## config.mk

```make
export PLATFORM = sky130hd
export DESIGN_NAME = shift_add_multiplier
export DESIGN_NICKNAME = d
export VERILOG_FILES = /design/src/rtl/shift_add_multiplier.sv
export SDC_FILE = /design/constraint.sdc
export NUM_CORES = 1
export LEC_CHECK = 0
export CAP_MARGIN = 20
export CORE_MARGIN = 5
export CORE_UTILIZATION = 32
export CTS_CLUSTER_SIZE = 16
export DETAILED_ROUTE_END_ITERATION = 8
export SKIP_LAST_GASP = 1
export SLEW_MARGIN = 10
export SYNTH_ARGS = -nofsm -noshare
export SYNTH_HDL_FRONTEND = slang
export SYNTH_SLANG_ARGS = --single-unit
export TNS_END_PERCENT = 5
```

## constraint.sdc

```tcl
create_clock -name CLK -period 2.15 [get_ports CLK]
set_input_delay 0.215 -clock CLK [delete_from_list [all_inputs] [get_ports CLK]]
set_output_delay 0.215 -clock CLK [all_outputs]
set_load 0.02 [all_outputs]
```

## src/rtl/shift_add_multiplier.sv

```systemverilog
// Sequential radix-2 shift-and-add multiplier: WL x WL -> 2*WL, one partial product per clock.
// Define SIGNED_MUL_EN to treat operands and product as two's complement.
module shift_add_multiplier #(
    parameter int WL = 4
) (
    input  logic            CLK,
    input  logic            RST,
    input  logic            start,
    input  logic [WL-1:0]   multiplicand,
    input  logic [WL-1:0]   multiplier,
    output logic            busy,
    output logic            done,
    output logic [2*WL-1:0] product
);

    localparam int CW = $clog2(WL) + 1;
    localparam logic [CW-1:0] LAST = CW'(WL - 1);

    typedef enum logic [1:0] {
        IDLE,
        CALC,
        DONE
    } state_t;

    state_t          state_q, state_d;
    logic [WL-1:0]   a_q, a_d;
    logic [WL-1:0]   accHi_q, accHi_d;
    logic [WL-1:0]   accLo_q, accLo_d;
    logic [CW-1:0]   cnt_q, cnt_d;
    logic [2*WL-1:0] product_q, product_d;
    logic [WL:0]     sum;
    logic [2*WL-1:0] shifted;
    logic [WL-1:0]   capA, capB;
`ifdef SIGNED_MUL_EN
    logic            neg_q, neg_d;
`endif

    always_ff @(posedge CLK or negedge RST) begin
        if (!RST) begin
            state_q <= IDLE;
        end else begin
            state_q <= state_d;
        end
    end

    always_comb begin
        state_d = state_q;
        case (state_q)
            IDLE:    if (start) state_d = CALC;
            CALC:    if (cnt_q == LAST) state_d = DONE;
            DONE:    state_d = IDLE;
            default: state_d = IDLE;
        endcase
    end

    always_comb begin
        busy = (state_q == CALC);
        done = (state_q == DONE);
    end

    // One shift-add step: the carry out of the adder becomes the new MSB.
    always_comb begin
        sum     = {1'b0, accHi_q} + (accLo_q[0] ? {1'b0, a_q} : {(WL+1){1'b0}});
        shifted = {sum, accLo_q[WL-1:1]};
    end

`ifdef SIGNED_MUL_EN
    always_comb begin
        capA = multiplicand[WL-1] ? -multiplicand : multiplicand;
        capB = multiplier[WL-1]   ? -multiplier   : multiplier;
    end
`else
    always_comb begin
        capA = multiplicand;
        capB = multiplier;
    end
`endif

    // The product register is loaded on the final CALC edge so it is valid during the done pulse.
    always_comb begin
        a_d       = a_q;
        accHi_d   = accHi_q;
        accLo_d   = accLo_q;
        cnt_d     = cnt_q;
        product_d = product_q;
`ifdef SIGNED_MUL_EN
        neg_d     = neg_q;
`endif
        case (state_q)
            IDLE: begin
                if (start) begin
                    a_d     = capA;
                    accLo_d = capB;
                    accHi_d = '0;
                    cnt_d   = '0;
`ifdef SIGNED_MUL_EN
                    neg_d   = multiplicand[WL-1] ^ multiplier[WL-1];
`endif
                end
            end
            CALC: begin
                accHi_d = shifted[2*WL-1:WL];
                accLo_d = shifted[WL-1:0];
                cnt_d   = cnt_q + 1'b1;
                if (cnt_q == LAST) begin
`ifdef SIGNED_MUL_EN
                    product_d = neg_q ? -shifted : shifted;
`else
                    product_d = shifted;
`endif
                end
            end
            default: ;
        endcase
    end

    always_ff @(posedge CLK or negedge RST) begin
        if (!RST) begin
            a_q       <= '0;
            accHi_q   <= '0;
            accLo_q   <= '0;
            cnt_q     <= '0;
            product_q <= '0;
`ifdef SIGNED_MUL_EN
            neg_q     <= 1'b0;
`endif
        end else begin
            a_q       <= a_d;
            accHi_q   <= accHi_d;
            accLo_q   <= accLo_d;
            cnt_q     <= cnt_d;
            product_q <= product_d;
`ifdef SIGNED_MUL_EN
            neg_q     <= neg_d;
`endif
        end
    end

    assign product = product_q;

endmodule

```

# After elaboration in Yosys (flattened, before gate mapping)

Index checks and enable logic that the tools add are counted.

Add/subtract/negate cells: 2
$mul: 0
Divide/modulo/power cells: 0
Order comparisons: 0
Equality and inequality tests: 5
Shift operators: 0
Multiplexer cells: 10
Bitwise logic cells: 0
Reductions and logical operators: 6

Operator list:

| kind                                           | number |
|---|---|
| case mux 4 bit (2 select lines)                | 2 |
| two-way mux 4 bit                              | 3 |
| AND reduction 2 bit                            | 4 |
| case mux 3 bit (2 select lines)                | 1 |
| adder 4 x 4 -> 5 bit                           | 1 |
| two-way mux 2 bit                              | 2 |
| case mux 2 bit (2 select lines)                | 1 |
| adder 3 x 1 -> 3 bit (second input constant)   | 1 |
| == test 3 x 2 -> 1 bit (second input constant) | 1 |
| two-way mux 3 bit                              | 1 |
| == test 2 x 1 -> 1 bit (second input constant) | 1 |
| == test 2 bit (second input constant)          | 1 |
| zero test 2 bit                                | 1 |
| != test 2 x 1 -> 1 bit (second input constant) | 1 |
| != test 2 bit (second input constant)          | 1 |
| nonzero test 2 bit                             | 1 |

Bits in registers: 25
Latch bits: 0
Bits in writable memories: 0
Memory bits (read-only): 0
Input port bits: 11
Output and inout port bits: 10
Word-level logic and storage cells: 29
Memories: 0

# Longest topological paths before layout

Depth after elaboration: 3
Gate-level depth with buffers: 6
Gate-level depth less buffers: 6

# Worst setup path before layout

No wires, ideal clock.

Path kind: register to register
From: reg accLo_q[0]
To: reg accHi_q[3]
Arrival: 1.541 ns
Required time: 2.021 ns
Path slack: 0.480 ns
Cell stages (with the launch flop): 7
Path buffers: 0
Clock period less this slack: 1.670 ns
Cell sequence: dfrtp_1 > and2_1 > ha_1 > fa_1 > a21o_1 > a21oi_1 > o21ai_0

Cells in the longest elaborated chain, start to end: 3

Ends and longest elaborated chain:

| what                            | line | text |
|---|---|---|
| start: declaration              | 28   | `logic [WL-1:0] accLo_q, accLo_d;` |
| start signal: assignment        | 130  | `accLo_q <= accLo_d;` |
| two-way mux 4 bit               | 63   | `sum = {1'b0, accHi_q} + (accLo_q[0] ? {1'b0, a_q} : {(WL+1){1'b0}});` |
| adder 4 x 4 -> 5 bit            | 63   |  |
| case mux 4 bit (2 select lines) | 89   | `case (state_q)` |
| end signal: assignment          | 129  | `accHi_q <= accHi_d;` |
| end: declaration                | 27   | `logic [WL-1:0] accHi_q, accHi_d;` |

Every way passes these cells.
A chain may end at the register's enable or synchronous reset.

# Worst setup path in the final report

From: reg state_q[1]
To: out busy

Cells in the longest elaborated chain, start to end: 1

Ends and longest elaborated chain:

| what                     | line | text |
|---|---|---|
| start: declaration       | 25   | `state_t state_q, state_d;` |
| start signal: assignment | 42   | `state_q <= state_d;` |
| == test 2 x 1 -> 1 bit   | 57   | `busy = (state_q == CALC);` |
| end: declaration         | 11   | `output logic busy,` |

Every way passes these cells.

==> results.md <==
* Critical path type: flip-flop to output pin
* Final Max Slew Viols at 0
* RSZ-0062 raised after global routing: false
* Post-synth ARST share at 100%
* Synth Instances at 100
* Antenna cells at 0
* Hold-fix buffers, CTS at 0
* Final min period at 1.96 ns
* Global Route Usage Sum at 9.83%
* Ranking of synthesized cells by area: dfrtp_1, mux2_2, ha_1
* Worst-margin pin slew at 0.408 ns
* Area Overhead vs Synth at 25.1%
* Wire per inst at 13.0 µm
* Postcts setup bufs at 0
* Startpoint types: flip-flop
* VDD IR-drop max at 0.580 mV
* Num CTS Buffers at 3
* Clk sinks at 25
* Yosys reg bits at 25
* Final period util at 91.3%
* Layout Utilization at 40.9%
* Clk_lat worst skew at 0.27 ns
* F_max at 509 MHz
* Biggest area consumer among synthesized cells: dfrtp_1
* Starting Density at 32.7%
* Most frequent cell after synthesis: dfrtp_1
* Required @ worst endpoint at 1.93 ns
* Final setup TNS at 0 ns
* Die Y at 70.9 µm
* Crit path arrival time at 1.75 ns
* Share of cells above drive strength 1 at 14.5%
* Final setup fails at 0
* EDFF count, synth at 0
* GPL Wtd Cong at 0.751
* Sequential area share after synthesis at 52.7%
* Post-route setup slack at 0.187 ns
* Number of cell rows at 22
* Initial antenna violation count at 0
* Root buffer cell: clkbuf_8
* Average size of a mapped cell at 11.9 µm²
* First drt pass iteration count at 4
* Die area at 5030 µm²
* GRT overflow at 0
* Worst Clk Skew at 0.00470 ns
* DRT iter0 DRCs at 24
* First-pass GRT wire length at 3880 µm
* Max FO, Critical Path at 6
* Largest net degree at the start of global routing at 26
* Setup crit end kind: output pin
* Commonest cells post-synth: dfrtp_1, nand2_1, o21ai_0, mux2_2, ha_1
* Synthesis Warnings at 0
* Hold Path Class: primary input to asynchronous set/reset pin
* Outcome: complete, no violations
* CTS tree: yes
* Mapped Nets at 118
* Final hold violation count at 0
* Vias per cell at 4.58
* Vias at 787
* # nets final at 143
* Post-cts gate resize count at 0
* Clock Path Buffers at 2
* Die Wd at 70.9 µm
* Top FF cell, synth: dfrtp_1
* Clk slew on worst S/H paths at 0.08 ns
* Max Cap Violations at 0
* Synth cell types at 26
* Post-synth top area share at 52.7%
* Max-Slew Margin vs Limit at 72.8%
* I/O pins at 21
* Setup WS pre-CTS at 0.364 ns
* Vias in the first global route at 790
* H-tree Lvls at 1
* Leakage at 0.679 nW
* Routed Antenna Nets at 0
* Final Routed Wirelength at 2240 µm
* IO buf count at 20
* Cell area after synthesis at 1190 µm²
* PD cells at 1290 nW/µm²
* DRC Markers at 0
* Detail Placement HPWL at 1750 µm
* Area of the core at 3630 µm²
[path summary, 6_finish.rpt]
| check | end | depth (start not counted) | startpoint | slack (ns) |
|---|---|---|---|---|
| worst min-delay path | cnt_q[2] | 2 | RST | 0.31 |
| worst max-delay path | busy | 3 | state_q[1] | 0.19 |
| worst max register to register | accHi_q[3] | 6 | accLo_q[0] | 0.37 |
| min in group CLK | product[5] | 2 | product[5] | 0.48 |
| max in group asynchronous | a_q[1] | 2 | RST | 1.60 |
| worst min register to register | product[5] | 2 | product[5] | 0.48 |
[cells by family after synthesis]
kind of cell / share of synthesized area [%]
muxes: 8.54
AOI/OAI and AO/OA: 13.8
xor gates and xnor gates: 0.738
buffers and inverters: 3.79
adders and majority gates: 8.01
DFF: 52.7
and+or+nand+nor: 12.4
[cells in the final DEF, fill, tap and decap left out]
cell type and instances:
and2_1 4, mux2_2 9, and2b_1 1, clkbuf_8 3
clkbuf_1 1, xnor2_1 1, a21o_1 1, ha_1 6
o31ai_1 2, nand2_1 10, fa_1 1, nor2b_1 4
nand3b_4 1, clkdlybuf4s50_1 20, a22o_1 2, o21bai_2 1
nand3_1 1, a21boi_0 1, nor2b_2 1, buf_4 3
and3b_1 1, inv_1 4, nor2_1 1, nand2b_1 1
dfrtp_1 25, o21ai_0 10, a22oi_1 4, a21oi_1 5
[final cells by class]
type                    count  area, µm²
clock buffers               4       45.0
multi-input cells          68        517
repair buffers             23        223
fillers                   386       2150
flip-flops and latches     25        626
well taps                  48       60.1
inverters                   4       15.0
[critical path, stage by stage, from the launching register on]
cell and delay (ns):
dfrtp_1 0.38, nand2b_1 0.24, inv_1 0.22, clkdlybuf4s50_1 0.64
[stage by stage]
| stage | area [µm²] | power [mW] | hold slack (ns) | cells |
|---|---|---|---|---|
| 6_report | 1490 | 1.92 | 0.308 | 172 |
| 5_1_grt | 1490 | 2.07 | 0.338 | 172 |
| 4_1_cts | 1490 | 1.95 | 0.316 | 172 |
| 3_5_place_dp | 1440 | 1.67 | 0.472 | 168 |
| 3_3_place_gp | 1440 | 1.64 | 0.462 | 168 |
| 2_1_floorplan | 1190 | 1.37 | -0.0806 | 100 |
[per-layer routing]
metal	track usage (%)	share of wire, %	wire (µm)	vias to the layer above
met5	0	0	0	-
met4	5.01	2.4	53	0
met3	3.41	5.9	131	5
met2	14.9	45	1020	19
met1	12.3	46	1030	361
li1	-	-	-	402
[report_power, final]
group          switching (mW)  internal [mW]  leakage, nW
clock network           0.137          0.132       0.0228
logic                   0.439          0.434        0.338
registers               0.111          0.663        0.318
[state kept, by name, summed over array words and instances (netlist names)]
register and cells:
cnt_q 3, state_q 2, accLo_q 4, accHi_q 4, product 8, a_q 4
Power figures use the tool's default switching activity.
